--- config.mk ---
export PLATFORM = sky130hd
export DESIGN_NAME = alu_multicycle_flat
export DESIGN_NICKNAME = d
export VERILOG_FILES = /design/src/rtl/alu_pkg.sv /design/src/rtl/alu_multicycle_if.sv /design/src/rtl/fixed_point_divider.sv /design/src/rtl/alu_multicycle.sv /design/src/flat_wrapper.sv
export SDC_FILE = /design/constraint.sdc
export NUM_CORES = 1
export LEC_CHECK = 0
export CAP_MARGIN = 20
export CORE_ASPECT_RATIO = 0.7
export CORE_MARGIN = 2
export CORE_UTILIZATION = 45
export CTS_CLUSTER_SIZE = 40
export DETAILED_ROUTE_END_ITERATION = 16
export PLACE_DENSITY = 0.67
export SLEW_MARGIN = 15
export SYNTH_ARGS = -nofsm -noshare
export SYNTH_HDL_FRONTEND = slang
export SYNTH_SLANG_ARGS = --single-unit
export TNS_END_PERCENT = 5
--- constraint.sdc ---
create_clock -name clock -period 5.5 [get_ports clock]
set_input_delay 1.1 -clock clock [delete_from_list [all_inputs] [get_ports clock]]
set_output_delay 1.1 -clock clock [all_outputs]
set_load 0.03 [all_outputs]
--- src/rtl/alu_pkg.sv ---
// Shared definitions for the multi-cycle ALU: op codes, controller states and
// the status-register bit layout used by the flag outputs.
package alu_pkg;

    localparam logic [3:0] OP_ADD   = 4'd0;
    localparam logic [3:0] OP_SUB   = 4'd1;
    localparam logic [3:0] OP_CMP   = 4'd2;
    localparam logic [3:0] OP_AND   = 4'd3;
    localparam logic [3:0] OP_OR    = 4'd4;
    localparam logic [3:0] OP_XOR   = 4'd5;
    localparam logic [3:0] OP_SHIFT = 4'd6;
    localparam logic [3:0] OP_MUL   = 4'd7;
    localparam logic [3:0] OP_DIV   = 4'd8;

    typedef enum logic [1:0] {
        IDLE = 2'd0,
        MUL  = 2'd1,
        DIV  = 2'd2
    } state_t;

    localparam int FLAG_CARRY    = 0;
    localparam int FLAG_LOW      = 2;
    localparam int FLAG_FLAG     = 5;
    localparam int FLAG_ZERO     = 6;
    localparam int FLAG_NEGATIVE = 7;

    // Places the individual flags at their status-register bit positions.
    function automatic logic [7:0] pack_status(input logic zero, input logic negative,
                                               input logic low, input logic flag,
                                               input logic carry);
        logic [7:0] s;
        s                = '0;
        s[FLAG_ZERO]     = zero;
        s[FLAG_NEGATIVE] = negative;
        s[FLAG_LOW]      = low;
        s[FLAG_FLAG]     = flag;
        s[FLAG_CARRY]    = carry;
        return s;
    endfunction

endpackage

--- src/rtl/alu_multicycle_if.sv ---
// Request/result bundle between the datapath controller (master) and the ALU (slave).
interface alu_multicycle_if #(parameter int WIDTH = 16);
    logic             start;
    logic             ready;
    logic [3:0]       operation;
    logic [WIDTH-1:0] a;
    logic [WIDTH-1:0] b;
    logic [WIDTH-1:0] result;
    logic             result_valid;
    logic             carry;
    logic             low;
    logic             flag;
    logic             zero;
    logic             negative;

    modport master (
        output start, operation, a, b,
        input  ready, result, result_valid, carry, low, flag, zero, negative
    );

    modport slave (
        input  start, operation, a, b,
        output ready, result, result_valid, carry, low, flag, zero, negative
    );
endinterface

--- src/rtl/fixed_point_divider.sv ---
// Iterative signed fixed-point divider: restoring division of magnitudes, one
// quotient bit per cycle, first bit on the start edge; done marks the finishing edge.
module fixed_point_divider #(
    parameter int WIDTH     = 16,
    parameter int FRAC_BITS = 8
) (
    input  logic             clock,
    input  logic             reset,
    input  logic             start,
    input  logic [WIDTH-1:0] a,
    input  logic [WIDTH-1:0] b,
    output logic             done,
    output logic [WIDTH-1:0] quotient,
    output logic             overflow
);
    localparam int N     = WIDTH + FRAC_BITS;
    localparam int CNT_W = $clog2(N + 1);

    logic             busy_reg, neg_reg, zero_div_reg;
    logic [CNT_W-1:0] cnt_reg;
    logic [WIDTH-1:0] rem_reg, div_reg;
    logic [N-1:0]     dend_reg, quo_reg;

    logic [WIDTH-1:0] a_mag, b_mag, src_rem, src_div, rem_next;
    logic [N-1:0]     src_dend, src_quo, quo_next;
    logic [WIDTH:0]   r_shift;
    logic             ge, q_big, q_is_min, sat;

    always_comb begin
        a_mag    = a[WIDTH-1] ? -a : a;
        b_mag    = b[WIDTH-1] ? -b : b;
        // On the start edge the step works on fresh operands instead of the registers.
        src_rem  = start ? '0 : rem_reg;
        src_div  = start ? b_mag : div_reg;
        src_dend = start ? {a_mag, {FRAC_BITS{1'b0}}} : dend_reg;
        src_quo  = start ? '0 : quo_reg;
        r_shift  = {src_rem, src_dend[N-1]};
        ge       = r_shift >= {1'b0, src_div};
        rem_next = ge ? WIDTH'(r_shift - {1'b0, src_div}) : WIDTH'(r_shift);
        quo_next = (src_quo << 1) | N'(ge);
        q_big    = |quo_next[N-1:WIDTH-1];
        q_is_min = quo_next == (N'(1) << (WIDTH-1));
        sat      = zero_div_reg || (q_big && !(neg_reg && q_is_min));
        if (sat) begin
            quotient = neg_reg ? {1'b1, {(WIDTH-1){1'b0}}} : {1'b0, {(WIDTH-1){1'b1}}};
        end else begin
            quotient = neg_reg ? -quo_next[WIDTH-1:0] : quo_next[WIDTH-1:0];
        end
        overflow = sat;
        done     = busy_reg && (cnt_reg == CNT_W'(N-1));
    end

    always_ff @(posedge clock) begin
        if (reset) begin
            busy_reg     <= 1'b0;
            neg_reg      <= 1'b0;
            zero_div_reg <= 1'b0;
            cnt_reg      <= '0;
            rem_reg      <= '0;
            div_reg      <= '0;
            dend_reg     <= '0;
            quo_reg      <= '0;
        end else if (start || busy_reg) begin
            rem_reg  <= rem_next;
            div_reg  <= src_div;
            dend_reg <= src_dend << 1;
            quo_reg  <= quo_next;
            if (start) begin
                busy_reg     <= 1'b1;
                cnt_reg      <= CNT_W'(1);
                neg_reg      <= a[WIDTH-1] ^ b[WIDTH-1];
                zero_div_reg <= (b == '0);
            end else begin
                cnt_reg <= cnt_reg + 1'b1;
                if (done) busy_reg <= 1'b0;
            end
        end
    end

endmodule

--- src/rtl/alu_multicycle.sv ---
// Multi-cycle ALU: single-cycle arithmetic/logic/shift, iterative signed Q-format
// multiply, and an iterative divider built only when ALU_DIVIDE_EN is defined.
module alu_multicycle
    import alu_pkg::*;
#(
    parameter int WIDTH     = 16,
    parameter int FRAC_BITS = 8
) (
    input logic             clock,
    input logic             reset,
    alu_multicycle_if.slave bus
);
    localparam int CNT_W = $clog2(WIDTH + FRAC_BITS + 1);
    localparam int PW    = 2 * WIDTH;

    state_t           state_reg;
    logic [WIDTH-1:0] result_reg;
    logic             result_valid_reg, carry_reg, low_reg, flag_reg, zero_reg, negative_reg;
    logic [PW-1:0]    mul_acc_reg, mul_mcand_reg;
    logic [WIDTH-1:0] mul_mplier_reg;
    logic             mul_neg_reg;
    logic [CNT_W-1:0] mul_cnt_reg;

    logic             a_msb, b_msb;
    logic [WIDTH-1:0] a_mag, b_mag;
    logic [WIDTH:0]   add_sum, sub_diff;
    logic [WIDTH-1:0] sc_result;
    logic             sc_carry, sc_low, sc_flag, sc_zero, sc_negative;

    assign a_msb = bus.a[WIDTH-1];
    assign b_msb = bus.b[WIDTH-1];
    assign a_mag = a_msb ? -bus.a : bus.a;
    assign b_mag = b_msb ? -bus.b : bus.b;

    always_comb begin
        add_sum     = {1'b0, bus.a} + {1'b0, bus.b};
        sub_diff    = {1'b0, bus.a} - {1'b0, bus.b};
        sc_result   = '0;
        sc_carry    = 1'b0;
        sc_low      = 1'b0;
        sc_flag     = 1'b0;
        sc_zero     = 1'b0;
        sc_negative = 1'b0;
        case (bus.operation)
            OP_ADD: begin
                sc_result = add_sum[WIDTH-1:0];
                sc_carry  = add_sum[WIDTH];
                sc_flag   = (a_msb == b_msb) && (add_sum[WIDTH-1] != a_msb);
                sc_zero   = (add_sum[WIDTH-1:0] == '0);
            end
            OP_SUB: begin
                sc_result = sub_diff[WIDTH-1:0];
                sc_carry  = sub_diff[WIDTH];
                sc_flag   = (a_msb != b_msb) && (sub_diff[WIDTH-1] != a_msb);
                sc_zero   = (sub_diff[WIDTH-1:0] == '0);
            end
            OP_CMP: begin
                sc_result   = sub_diff[WIDTH-1:0];
                sc_zero     = (bus.a == bus.b);
                sc_low      = sub_diff[WIDTH];
                sc_negative = $signed(bus.a) < $signed(bus.b);
            end
            OP_AND: sc_result = bus.a & bus.b;
            OP_OR:  sc_result = bus.a | bus.b;
            OP_XOR: sc_result = bus.a ^ bus.b;
            // Signed shift amount: the magnitude of a picks the distance, its sign the direction.
            OP_SHIFT: begin
                if (a_mag >= WIDTH'(WIDTH)) sc_result = '0;
                else sc_result = a_msb ? (bus.b >> a_mag) : (bus.b << a_mag);
            end
            default: ;
        endcase
    end

    logic [PW-1:0]           mul_acc_next, mul_prod;
    logic [PW-FRAC_BITS-1:0] mul_upper;
    logic [WIDTH-1:0]        mul_result;
    logic [WIDTH-FRAC_BITS:0] mul_hi;
    logic                    mul_ovf;

    always_comb begin
        mul_acc_next = mul_acc_reg + (mul_mplier_reg[0] ? mul_mcand_reg : '0);
        mul_prod     = mul_neg_reg ? -mul_acc_next : mul_acc_next;
        mul_upper    = (PW-FRAC_BITS)'(mul_prod >> FRAC_BITS);
        mul_result   = mul_upper[WIDTH-1:0];
        // Discarded high bits plus the result MSB must all agree for an in-range product.
        mul_hi       = mul_upper[PW-FRAC_BITS-1:WIDTH-1];
        mul_ovf      = !((&mul_hi) || !(|mul_hi));
    end

`ifdef ALU_DIVIDE_EN
    logic             div_start, div_done, div_overflow;
    logic [WIDTH-1:0] div_quotient;

    assign div_start = bus.start && (state_reg == IDLE) && (bus.operation == OP_DIV);

    fixed_point_divider #(.WIDTH(WIDTH), .FRAC_BITS(FRAC_BITS)) u_divider (
        .clock    (clock),
        .reset    (reset),
        .start    (div_start),
        .a        (bus.a),
        .b        (bus.b),
        .done     (div_done),
        .quotient (div_quotient),
        .overflow (div_overflow)
    );
`endif

    always_ff @(posedge clock) begin
        if (reset) begin
            state_reg        <= IDLE;
            result_reg       <= '0;
            result_valid_reg <= 1'b0;
            carry_reg        <= 1'b0;
            low_reg          <= 1'b0;
            flag_reg         <= 1'b0;
            zero_reg         <= 1'b0;
            negative_reg     <= 1'b0;
            mul_acc_reg      <= '0;
            mul_mcand_reg    <= '0;
            mul_mplier_reg   <= '0;
            mul_neg_reg      <= 1'b0;
            mul_cnt_reg      <= '0;
        end else begin
            result_valid_reg <= 1'b0;
            case (state_reg)
                IDLE: if (bus.start) begin
                    if (bus.operation == OP_MUL) begin
                        // Multiplier bit 0 is folded in on the accepting edge.
                        mul_acc_reg    <= b_mag[0] ? PW'(a_mag) : '0;
                        mul_mcand_reg  <= PW'(a_mag) << 1;
                        mul_mplier_reg <= b_mag >> 1;
                        mul_neg_reg    <= a_msb ^ b_msb;
                        mul_cnt_reg    <= CNT_W'(1);
                        state_reg      <= MUL;
                    end
`ifdef ALU_DIVIDE_EN
                    else if (bus.operation == OP_DIV) begin
                        state_reg <= DIV;
                    end
`endif
                    else begin
                        result_reg       <= sc_result;
                        carry_reg        <= sc_carry;
                        low_reg          <= sc_low;
                        flag_reg         <= sc_flag;
                        zero_reg         <= sc_zero;
                        negative_reg     <= sc_negative;
                        result_valid_reg <= 1'b1;
                    end
                end
                MUL: begin
                    mul_acc_reg    <= mul_acc_next;
                    mul_mcand_reg  <= mul_mcand_reg << 1;
                    mul_mplier_reg <= mul_mplier_reg >> 1;
                    mul_cnt_reg    <= mul_cnt_reg + 1'b1;
                    if (mul_cnt_reg == CNT_W'(WIDTH-1)) begin
                        result_reg       <= mul_result;
                        carry_reg        <= 1'b0;
                        low_reg          <= 1'b0;
                        flag_reg         <= mul_ovf;
                        zero_reg         <= (mul_result == '0);
                        negative_reg     <= mul_result[WIDTH-1];
                        result_valid_reg <= 1'b1;
                        state_reg        <= IDLE;
                    end
                end
`ifdef ALU_DIVIDE_EN
                DIV: if (div_done) begin
                    result_reg       <= div_quotient;
                    carry_reg        <= 1'b0;
                    low_reg          <= 1'b0;
                    flag_reg         <= div_overflow;
                    zero_reg         <= (div_quotient == '0);
                    negative_reg     <= div_quotient[WIDTH-1];
                    result_valid_reg <= 1'b1;
                    state_reg        <= IDLE;
                end
`endif
                default: state_reg <= IDLE;
            endcase
        end
    end

    assign bus.ready        = (state_reg == IDLE);
    assign bus.result       = result_reg;
    assign bus.result_valid = result_valid_reg;
    assign bus.carry        = carry_reg;
    assign bus.low          = low_reg;
    assign bus.flag         = flag_reg;
    assign bus.zero         = zero_reg;
    assign bus.negative     = negative_reg;

endmodule

--- src/flat_wrapper.sv ---
// flat-port wrapper written by rule: the top's interface ports become plain ports
module alu_multicycle_flat import alu_pkg::*;
#(
    parameter int WIDTH     = 16,
    parameter int FRAC_BITS = 8
)
  (clock, reset, bus_start, bus_operation, bus_a, bus_b, bus_ready, bus_result, bus_result_valid, bus_carry, bus_low, bus_flag, bus_zero, bus_negative);
  alu_multicycle_if #(.WIDTH(WIDTH)) bus_i ();
  input logic clock;
  input logic reset;
  input wire logic [$bits(bus_i.start)-1:0] bus_start;
  input wire logic [$bits(bus_i.operation)-1:0] bus_operation;
  input wire logic [$bits(bus_i.a)-1:0] bus_a;
  input wire logic [$bits(bus_i.b)-1:0] bus_b;
  output wire logic [$bits(bus_i.ready)-1:0] bus_ready;
  output wire logic [$bits(bus_i.result)-1:0] bus_result;
  output wire logic [$bits(bus_i.result_valid)-1:0] bus_result_valid;
  output wire logic [$bits(bus_i.carry)-1:0] bus_carry;
  output wire logic [$bits(bus_i.low)-1:0] bus_low;
  output wire logic [$bits(bus_i.flag)-1:0] bus_flag;
  output wire logic [$bits(bus_i.zero)-1:0] bus_zero;
  output wire logic [$bits(bus_i.negative)-1:0] bus_negative;
  assign bus_i.start = bus_start;
  assign bus_i.operation = bus_operation;
  assign bus_i.a = bus_a;
  assign bus_i.b = bus_b;
  assign bus_ready = bus_i.ready;
  assign bus_result = bus_i.result;
  assign bus_result_valid = bus_i.result_valid;
  assign bus_carry = bus_i.carry;
  assign bus_low = bus_i.low;
  assign bus_flag = bus_i.flag;
  assign bus_zero = bus_i.zero;
  assign bus_negative = bus_i.negative;
  alu_multicycle #(.WIDTH(WIDTH), .FRAC_BITS(FRAC_BITS)) u_core (.clock(clock), .reset(reset), .bus(bus_i));
endmodule
==> impl_metrics.json, run 1 <==
{
  "outcome": "finished clean",
  "yosysSeqAreaShare_pct": 19.0,
  "drtIter0Drc": 1770,
  "cts.sinks": 107,
  "tightest_slew_ns": 1.05,
  "drive_above_1_share_pct": 10.0,
  "final_nets": 1732,
  "slowest_stage": "or4b_2",
  "grt-ovfl-total": 0,
  "synthArstFlopShare_pct": 0,
  "post-route-util_pct": 52.8,
  "path_buf_inv": 1,
  "synth_cells": 1542,
  "place_ws_ns": 0.229,
  "coreArea_um2": 24600,
  "grt_use_total_pct": 34.2,
  "chipHeight_um": 136,
  "end_kind": "flip-flop",
  "final_max_slew_viol_count": 0,
  "clock_skew_ns": 0.0155,
  "wl_per_cell_um": 23.1,
  "cts_tree": "built",
  "setup-tns-final_ns": 0,
  "cts.htree.levels": 3,
  "firstDrtPassIters": 7,
  "largest_reg_flops": 32,
  "rsz0062_at_grt": "false",
  "start_util_pct": 45.7,
  "antenna_cells": 0,
  "cp.arrival_ns": 5.46,
  "rows": 48,
  "cp_top_family": "simple AND/OR/NAND/NOR gates",
  "syn_nets": 1666,
  "routed_wl_mm": 44.8,
  "gp_congestion": 1.03,
  "grt_pass1_vias": 11300,
  "switching_share_pct": 36.2,
  "io_pins": 62,
  "yosys.cell_types.count": 78,
  "fin_crit_sh_pct": 94.6,
  "hold_class": "flip-flop to flip-flop",
  "synth_edf_count": 0,
  "vias": 12700,
  "setup_viol": 0,
  "intPower_mw": 1.44,
  "p_total_mw": 2.26,
  "clock_latency_ns": 0.37,
  "fmax_mhz": 192,
  "clkTransAtPathRegs_ns": 0.08,
  "ys_warn_count": 0,
  "die_w_um": 193,
  "yosys_most_used_dff": "dfxtp_1",
  "path_cells": "and2_1, ha_1, inv_1, fa_1, nand2b_1, a211oi_1, o21a_1, o211ai_1, nand3_1, or4b_2, or2_1, or4b_4, nand2b_4, nor4_1, nor3_1, o31a_1",
  "slew_headroom_pct": 29.8,
  "syn-mean-instance-area_um2": 7.30,
  "post-route-drc-count": 0,
  "root_buffer": "clkbuf_16",
  "pwr-share-clk_pct": 30.4,
  "area_growth_pct": 15.5,
  "power.static_leakage_nw": 5.25,
  "p_seq_share_pct": 35.5,
  "critPathMaxFanout": 9,
  "crit_type": "flip-flop to flip-flop",
  "dieArea_um2": 26300,
  "grt_pass1_wl_mm": 68.1,
  "fill_cells": 2474,
  "fin_crit_ns": 5.20,
  "vdd_drop_max_mv": 0.159,
  "combPwrFrac_pct": 34.1,
  "cpPeakStageDelay_ns": 0.71,
  "cap_violations": 0,
  "grt_antenna_before_repair": 0,
  "numCtsBuffers": 9,
  "p_sw_uw": 819,
  "ys_ff_latch": 107,
  "viasPerCell": 6.56,
  "powerDensity_nw_per_um2": 174,
  "port_buffers": 61,
  "critPathRequiredTime_ns": 5.76,
  "grt_max_degree": 83,
  "fin_ws_ns": 0.297,
  "final_hold_viol_count": 0,
  "dpl.hpwl_mm": 35.2,
  "clock_path_buffers": 2,
  "ant_nets": 0,
  "netlist_area_um2": 11300,
  "crit_path_start_kind": "flip-flop"
}
## timing repair
item,CTS,global route
endpoints found under the setup margin,0,1
hold buffers,0,0
setup buffers,0,0
resized for setup,0,3
## power by group through the flow
| stage | sequential (mW) | combinational (mW) | clock, mW |
|---|---|---|---|
| 4_1_cts | 0.803 | 0.745 | 0.703 |
| 3_5_place_dp | 0.821 | 0.742 | 0 |
| 3_3_place_gp | 0.821 | 0.750 | 0 |
| 5_1_grt | 0.805 | 0.821 | 0.732 |
| 2_1_floorplan | 0.834 | 0.427 | 0 |
| 6_report | 0.803 | 0.771 | 0.689 |
## cell type report
| cell class | instances | area (um2) | area share [%] |
|---|---|---|---|
| repair buffers | 169 | 1430 | 11.0 |
| multi-input cells | 1259 | 8480 | 65.2 |
| flip-flops and latches | 107 | 2150 | 16.5 |
| inverters | 62 | 233 | 1.79 |
| well taps | 325 | 407 | 3.13 |
| clock buffers | 11 | 243 | 1.87 |
| clock inverters | 5 | 61.3 | 0.472 |
## stage by stage
stage | instances | hold slack [ns] | area [um2]
3_3_place_gp | 1922 | 0.447 | 12700
5_1_grt | 1938 | 0.485 | 13000
3_5_place_dp | 1922 | 0.459 | 12700
4_1_cts | 1938 | 0.472 | 13000
2_1_floorplan | 1542 | 0.431 | 11300
6_report | 1938 | 0.466 | 13000
## kinds of logic after synthesis
logic type / after synthesis / synth area share [%]
simple gates: 578 / 25.2
compound gates: 481 / 30.0
buf+inv: 176 / 6.04
flops: 107 / 19.0
xor+xnor: 91 / 7.25
fa+ha+maj: 85 / 9.65
mux: 24 / 2.85
## synth_stat cells, types with 41 or more instances
library cell  number  share of area [%]
a21oi_1           86                3.8
o21ai_0           94                4.2
inv_1             59                2.0
nor2_1           211                7.0
nand2_1           92                3.1
clkbuf_1         108                3.6
nor3_1            45                2.0
nand3_1           47                2.1
dfxtp_1          107                 19
a222oi_1          41                3.6
xnor2_1           70                5.4
ha_1              82                9.1
## per-layer routing
layer  up-vias  track usage (%)  part of all wire [%]  wire [um]
li1       5882                -                     -          -
met1      6111             52.8                    48      21400
met2       677             46.2                    38      17200
met3        50             9.78                    12       5510
met4         0             6.44                   1.5        694
met5         -                0                     0          0
## worst reg2reg max path: stages (launching register included)
cell      delay, ns
dfxtp_1        0.45
and2_1         0.16
ha_1           0.21
inv_1          0.08
fa_1           0.40
nand2b_1       0.20
a211oi_1       0.55
o21a_1         0.21
o211ai_1       0.16
nand3_1        0.28
or4b_2         0.71
or2_1          0.30
or4b_4         0.57
nand2b_4       0.16
nor4_1         0.26
nor3_1         0.10
o31a_1         0.30
## path summary, 6_finish.rpt
path                            start  depth (start not counted)                     to  slack, ns
min             u_core.mul_acc_reg[5]                          2  u_core.mul_acc_reg[5]       0.47
min reg2reg     u_core.mul_acc_reg[5]                          2  u_core.mul_acc_reg[5]       0.47
max reg2reg  u_core.mul_mplier_reg[0]                         16        u_core.bus.flag       0.30
max          u_core.mul_mplier_reg[0]                         16        u_core.bus.flag       0.30
## placed cells by master, fill, tap and decap left out, types with 12 or more instances in the layout
master / n
xor2_1: 20
or4_1: 13
mux2i_1: 13
a22oi_1: 40
o211ai_1: 19
a21oi_1: 85
a211oi_1: 19
a31oi_1: 13
or3_1: 19
nor4_1: 14
dfxtp_1: 106
nand2_1: 92
a21o_1: 17
buf_4: 108
o21a_1: 12
nand2b_1: 20
a221oi_1: 19
and2_1: 39
clkdlybuf4s50_1: 60
nor2_1: 211
nand4_1: 14
a222oi_1: 41
inv_1: 59
nand3_1: 47
o31ai_1: 22
ha_1: 82
o21ai_0: 94
xnor2_1: 69
nor3_1: 45
Power figures use the tool's default switching activity.
==> inputs of run 2 (changes only) <==
--- a/config.mk
+++ b/config.mk
@@ -12,8 +12,8 @@
 export CTS_CLUSTER_SIZE = 40
 export DETAILED_ROUTE_END_ITERATION = 16
 export PLACE_DENSITY = 0.67
+export SETUP_SLACK_MARGIN = 0.2
 export SLEW_MARGIN = 15
 export SYNTH_ARGS = -nofsm -noshare
 export SYNTH_HDL_FRONTEND = slang
 export SYNTH_SLANG_ARGS = --single-unit
-export TNS_END_PERCENT = 5
==> run 2 against run 1 <==
Net effect:
- first-iteration DRC count is 2.4% higher
- non-clock buffer count unchanged
- worst hold slack worse by 0.00085 ns
- final cell count unchanged
- power about the same
- clock-buffer cell count stayed put
- sequential power hardly changed
- largest power group unchanged
- largest cell class unchanged
- via count is 0.11% higher
- setup slack better by 0.11 ns
==> impl_metrics.json, run 2 (synthesized netlist as in run 1, its figures left out) <==
{
  "outcome": "finished clean",
  "crit_type": "flip-flop to flip-flop",
  "fin_crit_sh_pct": 92.7,
  "clock_latency_ns": 0.37,
  "cp.arrival_ns": 5.36,
  "ant_nets": 0,
  "cts_tree": "built",
  "whs_path_depth": 2,
  "dpl.hpwl_mm": 35.2,
  "timing.rr.end": "u_core.bus.flag",
  "vdd_drop_max_mv": 0.159,
  "area_growth_pct": 15.9,
  "cts_setup_buffers": 0,
  "die_w_um": 193,
  "setup-tns-final_ns": 0,
  "numCtsBuffers": 9,
  "grt_pass1_vias": 11300,
  "cp-startpoint": "u_core.mul_mplier_reg[0]",
  "grt-ovfl-total": 0,
  "final_common_cell": "nor2_1",
  "cts.htree.levels": 3,
  "fmax_mhz": 196,
  "whs_ns": 0.465,
  "grt_util_met3_pct": 9.78,
  "routed_wl_mm": 44.9,
  "dieArea_um2": 26300,
  "hold_class": "flip-flop to flip-flop",
  "critPathMaxFanout": 9,
  "drive_above_1_share_pct": 10.4,
  "crit_path_start_kind": "flip-flop",
  "cts.sinks": 107,
  "rsz0062_at_grt": "true",
  "post-route-drc-count": 0,
  "grt_max_degree": 83,
  "power.static_leakage_nw": 5.27,
  "gp_congestion": 1.03,
  "start_util_pct": 45.7,
  "critPathRequiredTime_ns": 5.76,
  "final_max_slew_viol_count": 0,
  "globalRouteMet2Util_pct": 46.2,
  "multi_input_area_um2": 8520,
  "instances_no_fill": 1938,
  "p_total_mw": 2.27,
  "cap_violations": 0,
  "crit_path_end": "u_core.bus.flag",
  "grt_use_total_pct": 34.2,
  "firstDrtPassIters": 8,
  "vias": 12700,
  "grt-busiest-layer": "met1",
  "regArea_um2": 2150,
  "final_hold_viol_count": 0,
  "final_cell_mix": "nor2_1, buf_4, dfxtp_1",
  "setup_viol": 0,
  "slew_headroom_pct": 26.9,
  "cts_hold_repair.buffers": 0,
  "post-route-util_pct": 53.0,
  "coreArea_um2": 24600,
  "final_nets": 1732,
  "drtIter0Drc": 1813,
  "antenna_cells": 0,
  "met1_usage_pct": 52.8,
  "fill_cells": 2474,
  "port_buffers": 61,
  "dp.cells": 1922,
  "rows": 48,
  "root_buffer": "clkbuf_16",
  "end_kind": "flip-flop",
  "viasPerCell": 6.57,
  "io_pins": 62,
  "chipHeight_um": 136,
  "clock_skew_ns": 0.0167,
  "grt_antenna_before_repair": 0,
  "rr_startpoint": "u_core.mul_mplier_reg[0]",
  "ff2ff_setup_slack_ns": 0.40,
  "ff2ff_path_depth": 15,
  "largest_reg_flops": 32,
  "clock_path_buffers": 2,
  "tightest_slew_ns": 1.10,
  "grt_pass1_wl_mm": 68.1,
  "clkTransAtPathRegs_ns": 0.08,
  "powerDensity_nw_per_um2": 174,
  "fin_crit_ns": 5.10,
  "wl_per_cell_um": 23.2
}
[run 2: cell counts in the layout (fill, tap and decap cells not counted)]
Identical to the previous run, type by type.
[run 2: report_power, final]
part / leakage, nW / switching, mW / total (mW) / internal (mW)
registers: 0.868 / 0.0150 / 0.804 / 0.789
clock network: 0.138 / 0.322 / 0.690 / 0.368
logic: 4.27 / 0.483 / 0.772 / 0.289
[run 2: layer usage]
layer / share of wire, % / vias up
met4: 1.5 / 0
li1: - / 5879
met5: 0 / -
met1: 48 / 6137
met2: 38 / 670
met3: 12 / 48
[run 2: critical path, cell delays in order (launching register included)]
cell and delay, ns:
dfxtp_2 0.39, and2_1 0.14, ha_1 0.21, inv_1 0.08, fa_1 0.49, inv_1 0.05, or4_1 0.48, or3_1 0.40
or4_4 0.47, or3_1 0.43, or4_1 0.48, nor4_4 0.25, nand2b_4 0.18, mux2_2 0.34, a2111o_1 0.38, o31a_1 0.24
[run 2: per-stage QoR]
stage	area (um2)	setup slack [ns]
floorplan	11300	0.374
global placement	12700	0.266
detailed placement	12700	0.229
CTS	13000	0.244
global route	13000	0.195
finish	13000	0.402
[run 2: how the worst min path moves through the flow]
stage                                  to                   from  slack, ns
floorplan           u_core.mul_acc_reg[0]  u_core.mul_acc_reg[0]       0.43
global placement    u_core.mul_acc_reg[5]  u_core.mul_acc_reg[5]       0.45
detailed placement  u_core.mul_acc_reg[5]  u_core.mul_acc_reg[5]       0.46
CTS                 u_core.mul_acc_reg[5]  u_core.mul_acc_reg[5]       0.47
global route        u_core.mul_acc_reg[5]  u_core.mul_acc_reg[5]       0.48
finish              u_core.mul_acc_reg[5]  u_core.mul_acc_reg[5]       0.47
[run 2: area by class of cell]
| cell class | instances | area share [%] |
|---|---|---|
| clock buffers | 11 | 1.86 |
| clock inverters | 5 | 0.470 |
| flip-flops and latches | 107 | 16.5 |
| inverters | 62 | 1.78 |
| multi-input cells | 1259 | 65.3 |
| well taps | 325 | 3.12 |
| repair buffers | 169 | 11.0 |
[run 2: repair_timing]
| item | in CTS | in global routing |
|---|---|---|
| setup endpoints to repair | 0 | 3 |
| gates resized for setup | 0 | 11 |
| hold endpoints to repair | 0 | 0 |
